==> src/rtl/note_sequencer_pkg.sv <==
// Shared song-word format, note/beat constants and sequencer FSM encoding.
// Also imported by the tone generator and the table loaders.
package note_sequencer_pkg;

  localparam int unsigned NOTE_W    = 5;
  localparam int unsigned BEAT_W    = 4;
  localparam int unsigned DEPTH     = 256;
  localparam int unsigned ADDR_W    = $clog2(DEPTH);
  localparam int unsigned QTR_TICKS = 4;
  localparam int unsigned WORD_W    = 1 + BEAT_W + NOTE_W;
  localparam int unsigned CNT_W     = BEAT_W + $clog2(QTR_TICKS) + 1;

  // Bit offsets of the fields inside a {lig, beat, note} song word
  localparam int unsigned NOTE_LSB = 0;
  localparam int unsigned BEAT_LSB = NOTE_W;
  localparam int unsigned LIG_BIT  = NOTE_W + BEAT_W;

  localparam logic [NOTE_W-1:0] NOTE_NA = '0;

  // Beat durations in quarter-beat units; BEAT_4 needs BEAT_W >= 5
  localparam int unsigned BEAT_0_25 = 1;
  localparam int unsigned BEAT_0_5  = 2;
  localparam int unsigned BEAT_0_75 = 3;
  localparam int unsigned BEAT_1    = 4;
  localparam int unsigned BEAT_1_5  = 6;
  localparam int unsigned BEAT_2    = 8;
  localparam int unsigned BEAT_3    = 12;
  localparam int unsigned BEAT_4    = 16;

  typedef struct packed {
    logic              lig;
    logic [BEAT_W-1:0] beat;
    logic [NOTE_W-1:0] note;
  } song_word_t;

  typedef enum logic [1:0] {
    ST_IDLE,
    ST_FETCH,
    ST_PLAY,
    ST_PAUSED
  } seq_state_t;

endpackage

==> src/rtl/note_sequencer_if.sv <==
// Control, table-load and note-output bundle of the note sequencer.
interface note_sequencer_if;
  import note_sequencer_pkg::*;

  logic              tick;
  logic              start;
  logic              stop;
  logic              pause;
  logic              loop_en;
  logic              wr_en;
  logic [ADDR_W-1:0] wr_addr;
  song_word_t        wr_data;
  logic [NOTE_W-1:0] note;
  logic              note_valid;
  logic              note_start;
  logic              busy;
  logic              done;
  logic [ADDR_W-1:0] idx;

  modport master (
    output tick, start, stop, pause, loop_en, wr_en, wr_addr, wr_data,
    input  note, note_valid, note_start, busy, done, idx
  );

  modport slave (
    input  tick, start, stop, pause, loop_en, wr_en, wr_addr, wr_data,
    output note, note_valid, note_start, busy, done, idx
  );

endinterface

==> src/rtl/note_table_ram.sv <==
// Song table: one write port, one synchronous read port; a same-cycle
// write/read of one address returns the old word. Contents are never reset.
module note_table_ram
  import note_sequencer_pkg::*;
(
  input  logic              clk,
  input  logic              wr_en,
  input  logic [ADDR_W-1:0] wr_addr,
  input  song_word_t        wr_data,
  input  logic [ADDR_W-1:0] rd_addr,
  output song_word_t        rd_data
);

  song_word_t mem [DEPTH];

  always_ff @(posedge clk) begin
    if (wr_en) mem[wr_addr] <= wr_data;
    rd_data <= mem[rd_addr];
  end

endmodule

==> src/rtl/note_sequencer.sv <==
// Plays {lig, beat, note} words from a RAM song table, holding each note for
// beat*QTR_TICKS tempo ticks, with start/stop/pause, loop/one-shot and ties.
module note_sequencer
  import note_sequencer_pkg::*;
(
  input  logic            clk,
  input  logic            rst,
  note_sequencer_if.slave bus
);

  seq_state_t        state, state_next;
  logic [ADDR_W-1:0] idx_reg, idx_next;
  logic [CNT_W-1:0]  cnt, cnt_next;
  logic              tie, tie_next;
  logic [NOTE_W-1:0] note_reg, note_next;
  logic              valid_reg, valid_next;
  logic              onset_reg, onset_next;
  logic              busy_reg, busy_next;
  logic              done_reg, done_next;
  song_word_t        rd_word;

  // Reading at idx_next lets FETCH decode the new word on its first cycle
  note_table_ram u_table (
    .clk     (clk),
    .wr_en   (bus.wr_en),
    .wr_addr (bus.wr_addr),
    .wr_data (bus.wr_data),
    .rd_addr (idx_next),
    .rd_data (rd_word)
  );

  always_ff @(posedge clk) begin
    if (rst) begin
      state     <= ST_IDLE;
      idx_reg   <= '0;
      cnt       <= '0;
      tie       <= 1'b0;
      note_reg  <= NOTE_NA;
      valid_reg <= 1'b0;
      onset_reg <= 1'b0;
      busy_reg  <= 1'b0;
      done_reg  <= 1'b0;
    end else begin
      state     <= state_next;
      idx_reg   <= idx_next;
      cnt       <= cnt_next;
      tie       <= tie_next;
      note_reg  <= note_next;
      valid_reg <= valid_next;
      onset_reg <= onset_next;
      busy_reg  <= busy_next;
      done_reg  <= done_next;
    end
  end

  always_comb begin
    state_next = state;
    idx_next   = idx_reg;
    cnt_next   = cnt;
    tie_next   = tie;
    note_next  = note_reg;
    valid_next = valid_reg;
    onset_next = 1'b0;
    done_next  = 1'b0;

    unique case (state)
      ST_IDLE: begin
        if (bus.start) begin
          state_next = ST_FETCH;
          idx_next   = '0;
          tie_next   = 1'b0;
        end
      end
      ST_FETCH: begin
        if (rd_word.beat == '0) begin
          if (bus.loop_en) begin
            idx_next = '0;
          end else begin
            state_next = ST_IDLE;
            done_next  = 1'b1;
            note_next  = NOTE_NA;
            valid_next = 1'b0;
          end
        end else begin
          state_next = ST_PLAY;
          note_next  = rd_word.note;
          cnt_next   = CNT_W'(CNT_W'(rd_word.beat) * CNT_W'(QTR_TICKS));
          valid_next = 1'b1;
          // A tied predecessor or a rest suppresses the onset pulse
          onset_next = (rd_word.note != NOTE_NA) && !tie;
          tie_next   = rd_word.lig;
        end
      end
      ST_PLAY: begin
        if (bus.pause) begin
          state_next = ST_PAUSED;
          valid_next = 1'b0;
        end else if (bus.tick) begin
          cnt_next = cnt - 1'b1;
          if (cnt == CNT_W'(1)) begin
            state_next = ST_FETCH;
            idx_next   = (idx_reg == ADDR_W'(DEPTH - 1)) ? '0 : idx_reg + 1'b1;
          end
        end
      end
      ST_PAUSED: begin
        if (bus.start) begin
          state_next = ST_PLAY;
          valid_next = 1'b1;
        end
      end
      default: state_next = ST_IDLE;
    endcase

    if (bus.stop) begin
      state_next = ST_IDLE;
      idx_next   = '0;
      cnt_next   = '0;
      tie_next   = 1'b0;
      note_next  = NOTE_NA;
      valid_next = 1'b0;
      onset_next = 1'b0;
      done_next  = 1'b0;
    end

    busy_next = (state_next != ST_IDLE);
  end

  assign bus.note       = note_reg;
  assign bus.note_valid = valid_reg;
  assign bus.note_start = onset_reg;
  assign bus.busy       = busy_reg;
  assign bus.done       = done_reg;
  assign bus.idx        = idx_reg;

endmodule

==> src/flat_wrapper.sv <==
// flat-port wrapper written by rule: the top's interface ports become plain ports
module note_sequencer_flat import note_sequencer_pkg::*;
  (clk, rst, bus_tick, bus_start, bus_stop, bus_pause, bus_loop_en, bus_wr_en, bus_wr_addr, bus_wr_data, bus_note, bus_note_valid, bus_note_start, bus_busy, bus_done, bus_idx);
  note_sequencer_if bus_i ();
  input  logic clk;
  input  logic rst;
  input wire logic [$bits(bus_i.tick)-1:0] bus_tick;
  input wire logic [$bits(bus_i.start)-1:0] bus_start;
  input wire logic [$bits(bus_i.stop)-1:0] bus_stop;
  input wire logic [$bits(bus_i.pause)-1:0] bus_pause;
  input wire logic [$bits(bus_i.loop_en)-1:0] bus_loop_en;
  input wire logic [$bits(bus_i.wr_en)-1:0] bus_wr_en;
  input wire logic [$bits(bus_i.wr_addr)-1:0] bus_wr_addr;
  input wire logic [$bits(bus_i.wr_data)-1:0] bus_wr_data;
  output wire logic [$bits(bus_i.note)-1:0] bus_note;
  output wire logic [$bits(bus_i.note_valid)-1:0] bus_note_valid;
  output wire logic [$bits(bus_i.note_start)-1:0] bus_note_start;
  output wire logic [$bits(bus_i.busy)-1:0] bus_busy;
  output wire logic [$bits(bus_i.done)-1:0] bus_done;
  output wire logic [$bits(bus_i.idx)-1:0] bus_idx;
  assign bus_i.tick = bus_tick;
  assign bus_i.start = bus_start;
  assign bus_i.stop = bus_stop;
  assign bus_i.pause = bus_pause;
  assign bus_i.loop_en = bus_loop_en;
  assign bus_i.wr_en = bus_wr_en;
  assign bus_i.wr_addr = bus_wr_addr;
  assign bus_i.wr_data = bus_wr_data;
  assign bus_note = bus_i.note;
  assign bus_note_valid = bus_i.note_valid;
  assign bus_note_start = bus_i.note_start;
  assign bus_busy = bus_i.busy;
  assign bus_done = bus_i.done;
  assign bus_idx = bus_i.idx;
  note_sequencer u_core (.clk(clk), .rst(rst), .bus(bus_i));
endmodule
==> config.mk <==
export PLATFORM = sky130hd
export DESIGN_NAME = note_sequencer_flat
export DESIGN_NICKNAME = d
export VERILOG_FILES = /design/src/rtl/note_sequencer_pkg.sv /design/src/rtl/note_sequencer_if.sv /design/src/rtl/note_table_ram.sv /design/src/rtl/note_sequencer.sv /design/src/flat_wrapper.sv
export SDC_FILE = /design/constraint.sdc
export NUM_CORES = 2
export LEC_CHECK = 0
export CAP_MARGIN = 10
export CORE_MARGIN = 1
export CORE_UTILIZATION = 63
export DETAILED_ROUTE_END_ITERATION = 6
export PLACE_DENSITY = 0.85
export RECOVER_POWER = 100
export SYNTH_ARGS = -nofsm -noshare
export SYNTH_HDL_FRONTEND = slang
export SYNTH_SLANG_ARGS = --single-unit
==> constraint.sdc <==
create_clock -name clk -period 5.3 [get_ports clk]
set_input_delay 1.06 -clock clk [delete_from_list [all_inputs] [get_ports clk]]
set_output_delay 1.06 -clock clk [all_outputs]
set_load 0.02 [all_outputs]
After elaboration in Yosys (flattened, before gate mapping)
Memory sizes are Yosys's and may differ from the RTL's. A register that Yosys moved wholly into a read port is not among the register bits.
Cells that the tools add are included.
{ "op_classes": {"n_bitwise": 2, "add_sub_neg": 2, "mux": 35, "eq_ne": 13, "n_reduce_logical": 16} }
{ "ops": {"columns": ["op", "count"], "rows": [
  ["$mux W8", 8],
  ["$pmux W8 S3", 1],
  ["$mux W7", 3],
  ["$mux W2", 8],
  ["$ne A2 B2 Y1 const B", 7],
  ["$pmux W7 S2", 1],
  ["$mux W5", 2],
  ["$mux W1", 9],
  ["$add A8 B1 Y8 const B", 1],
  ["$eq A8 B8 Y1 const B", 1],
  ["$pmux W2 S4", 1],
  ["$reduce_and A4 Y1", 2],
  ["$reduce_or A4 Y1", 2],
  ["$eq A7 B1 Y1 const B", 1],
  ["$sub A7 B1 Y7 const B", 1],
  ["$reduce_bool A2 Y1", 3],
  ["$reduce_bool A5 Y1", 1],
  ["$eq A2 B2 Y1 const B", 2],
  ["$logic_not A4 Y1", 1],
  ["$ne A3 B3 Y1 const B", 1],
  ["$pmux W1 S3", 1],
  ["$reduce_and A3 Y1", 1],
  ["$reduce_bool A3 Y1", 1],
  ["$eq A2 B1 Y1 const B", 1],
  ["7 further kinds", 8]
]} }
{ "totals": {"register_bits": 27, "mem_bits_rw": 2560, "n_memories": 1, "elab_cells": 78, "output_inout_bits": 17, "inputBits": 26} }
{ "memory_table": {"columns": ["name", "depth", "width", "read_ports", "rd_clocked_by_memory_dff", "write_ports", "line", "source"], "rows": [
  ["u_core.u_table.mem", 256, 10, 1, 1, 1, "note_table_ram.sv:14", "song_word_t mem [DEPTH];"]
]} }

Depth between registers and ports, before layout
{ "logic_depth": {"depth_word": 7, "depth_mapped": 19, "depth_no_buf": 12} }

Modules after synthesis
A second synthesis with hierarchy kept.
{ "hier_totals": {"cells_unflattened": 4838, "area_unflattened_um2": 100950.6} }
{ "modules_own_cells": {"columns": ["module", "area_each_um2", "seq_area_each_um2", "cells_each", "instances"], "rows": [
  ["note_table_ram", 99253.9, 77073.9, 4642, 1],
  ["note_sequencer", 1696.6, 540.5, 196, 1]
]} }

Worst setup path after synthesis
OpenSTA, ideal clock, no wires.
{ "synth_path": {"path_type": "input to register", "from": "input port bus_tick", "to": "register u_core.u_table.rd_data[4] (netlist name)", "n_path_buf": 6, "setup_ps": 129, "t_required_ps": 5171, "arrival_ps": 4529, "stages": 15, "slack_ps": 641, "path_cell_list": "buf_2 -> or4b_2 -> nor4_1 -> or4_1 -> buf_2 -> buf_6 -> buf_2 -> buf_2 -> buf_2 -> mux4_2 -> a22oi_1 -> nor2_1 -> nor4_1 -> nand4_1 -> nand4b_1"} }
{ "synth_via": {"elab_chain_len": 4} }
{ "synth_rtl": {"columns": ["item", "line", "source"], "rows": [
  ["start: declaration", "flat_wrapper.sv:7", "input wire logic [$bits(bus_i.tick)-1:0] bus_tick;"],
  ["$mux W8", "note_sequencer.sv:98", "end else if (bus.tick) begin"],
  ["$mux W8", "note_sequencer.sv:95", "if (bus.pause) begin"],
  ["$pmux W8 S3", "note_sequencer.sv:66", "unique case (state)"],
  ["$mux W8", "note_sequencer.sv:115", "if (bus.stop) begin"]
]} }
Every way passes these cells.
A chain may end at the register's enable or synchronous reset.

Worst setup path after layout
{ "layout_path": {"from": "input port bus_tick", "to": "register u_core.u_table.rd_data[4] (netlist name)"} }
{ "layout_via": {"elab_chain_len": 4} }
{ "layout_rtl": {"columns": ["item", "line"], "rows": [
  ["$mux W8", "note_sequencer.sv:98"],
  ["$mux W8", "note_sequencer.sv:95"],
  ["$pmux W8 S3", "note_sequencer.sv:66"],
  ["$mux W8", "note_sequencer.sv:115"]
]} }
Every way passes these cells.

==> flow_summary.yaml <==
run_status:
  status: "finished with violations"
  violations: "design-rule violations, max-capacitance violations, max-slew violations, negative setup slack"
run:
  maxCapViolations: 28
drt:
  drc: 104
  drt-wirelength-per-cell_um: 34.0
  drt-pass1-iter-count: 7
  drtIter0Drc: 12900
  routed_wl_mm: 316
  vias: 67300
  ant_nets: 0
  viasPerCell: 7.25
finish:
  design_area_um2: 117000
  area_delta_synth_final_pct: 14.3
  post-route-util: 0.726
  seq_area_um2: 77600
  fin_nets: 6928
  largest_reg_flops: 2560
  fillers: 8931
  drive_gt1_frac: 0.165
  multi_input_area_um2: 22800
pwr:
  p_sw_uw: 8200
  power.density_nw_per_um2: 343
  seqPwrFrac: 0.566
  pwr-share-clk: 0.420
  ir_drop_v: 0.000367
  p_sw_frac: 0.205
  pwr-share-comb: 0.014
  p_leak_uw: 0.0386
  p_int_uw: 31900
yosys:
  synth_top_cell_by_area: "edfxtp_1"
  yosys.cell_types.count: 91
  yosysTopAreaCellShare: 0.753
  ys_seq_area_frac: 0.760
  synth-edff-count: 2560
  yosysMostFrequentCell: "edfxtp_1"
  synth_area_leaders: "edfxtp_1, mux4_2, nand2_1"
  syn-cell-area_um2: 102000
  synthCells: 6280
  ys_ff_latch: 2597
  synth_top_cells_by_count: "edfxtp_1, nand2_1, nand3_1"
  synth-async-reset-ratio: 0
  synth_flop_cell: "edfxtp_1"
  avgSynthCellArea_um2: 16.3
  syn_nets: 6309
  yosysWarnings: 0
worst_setup_path:
  r2r_slack_ns: 0.03
  cp.required_ns: 6.04
  startpoint_type: "input port"
  cp_max_fo: 20
  path_class: "in -> reg"
  end_kind: "flop"
  critPathArrivalTime_ns: 6.17
place:
  hpwl_mm: 189
  place_area_um2: 110000
  io_buffers: 42
  post-place-ws_ns: -0.935
  routabilityCongestion: 1.05
floorplanning:
  die_w_um: 405
  die_area_um2: 164000
  core_area_um2: 161000
  start_util: 0.635
  ioPinCount: 43
  rows: 147
  die_y_um: 405
global_routing:
  met1_usage: 0.486
  top_usage_layer: "met2"
  use_met2: 0.582
  gr-usage-all-layers: 0.384
  grt_pass1_vias: 65000
  grt_max_degree: 167
  antenna_found_initial: 34
  use_met3: 0.130
  grt_overflow: 0
  grt_pass1_wl_mm: 448
sta:
  worst_pin_slew_ns: 5.18
  period_minus_slack_ns: 5.43
  max_freq_mhz: 184
  finalWorstSetupSlack_ns: -0.130
  whs_ns: 0.515
  fin_skew_ns: 0.0767
  setup_violations: 2
  grt_setup_unrepaired: "no"
  slew_violations: 1884
  post-route-period-util: 1.02
  finalHoldViolations: 0
  relSlewSlack: -2.45
  setup_tns_ns: -0.190
clock_tree:
  clock_path_buffers: 3
  cts-hold-fix-buffers: 0
  clock-sinks: 2597
  cts_resized: 1
  clock_latency_ns: 0.91
  postCtsSetupBuffers: 0
  numCtsBuffers: 235
  cts_tree: "yes"
  htree_levels: 4
  root_buffer: "clkbuf_16"
  path_clk_slew_ns: 0.06
min_path:
  min_path_type: "reg -> reg"
[stage by stage]
stage	total power, uW	cells
2_1_floorplan	23100	6280
3_3_place_gp	23600	8821
3_5_place_dp	23600	8821
4_1_cts	39900	9260
5_1_grt	40700	9267
6_report	40100	9279
[worst max-delay path, stage by stage]
cell	delay [ns]
clkdlybuf4s50_1	0.58
nor4b_1	0.39
buf_4	0.19
buf_4	0.11
a31oi_1	0.14
o2111ai_4	0.47
buf_12	0.29
buf_12	0.21
mux4_2	0.53
a22oi_1	0.29
nor2_1	0.15
nor4_1	0.88
nand4_1	0.40
buf_4	0.26
nand4b_1	0.17
[final cells by class]
cell class | count | area share
Sequential cell | 2597 | 0.665
Multi-Input combinational cell | 3294 | 0.196
Clock buffer | 293 | 0.0525
Timing Repair Buffer | 762 | 0.0506
Tap cell | 2160 | 0.0232
Clock inverter | 146 | 0.0123
Antenna cell | 18 | 0.000386
Inverter | 9 | 0.000289
[placed cells by master, fill, tap and decap left out, types with 20 or more instances in the layout]
master,synthesis,final
edfxtp_1,2560,2560
nand2_1,1046,1046
nand3_1,577,577
buf_4,31,385
nor2_1,327,327
mux4_2,309,309
clkbuf_1,153,300
clkbuf_16,0,236
a21oi_1,159,157
mux2i_1,154,154
a22oi_1,126,126
buf_12,0,84
nand4_1,75,75
clkinv_1,0,60
o22ai_1,46,46
o21ai_0,47,45
and3_1,44,44
clkinv_2,0,44
dfxtp_1,37,36
a31oi_1,36,35
nor3_1,34,28
dlygate4sd3_1,0,24
a32oi_1,20,20
[path summary, 6_finish.rpt]
path                 startpoint                         to  cells past startpoint
max                    bus_tick  u_core.u_table.rd_data[4]                     15
min          u_core.bus.note[4]         u_core.bus.note[4]                      2
max reg2reg       u_core.cnt[0]  u_core.u_table.rd_data[4]                     13
min reg2reg  u_core.bus.note[4]         u_core.bus.note[4]                      2
[per-layer routing]
layer	part of all wire	vias up
met1	0.31	32500
met2	0.45	7224
li1	-	25800
met5	0.0011	-
met3	0.16	1681
met4	0.078	34
[power by group through the flow]
stage               clock network, uW  registers, uW  logic (uW)
global route                    17500          22600         563
global placement                    0          23000         513
floorplan                           0          23000        90.3
CTS                             16800          22600         549
detailed placement                  0          23100         545
finish                          16800          22700         560
[kinds of logic after synthesis]
family / count (synthesis) / share of synthesized area
muxes: 467 / 0.0840
xor gates and xnor gates: 2 / 0.000172
buffers and inverters: 389 / 0.0184
and+or+nand+nor: 2215 / 0.0962
adders and majority gates: 3 / 0.000368
AOI/OAI and AO/OA: 607 / 0.0409
DFF: 2597 / 0.760
Note: power is estimated with default switching activity, not from simulation.
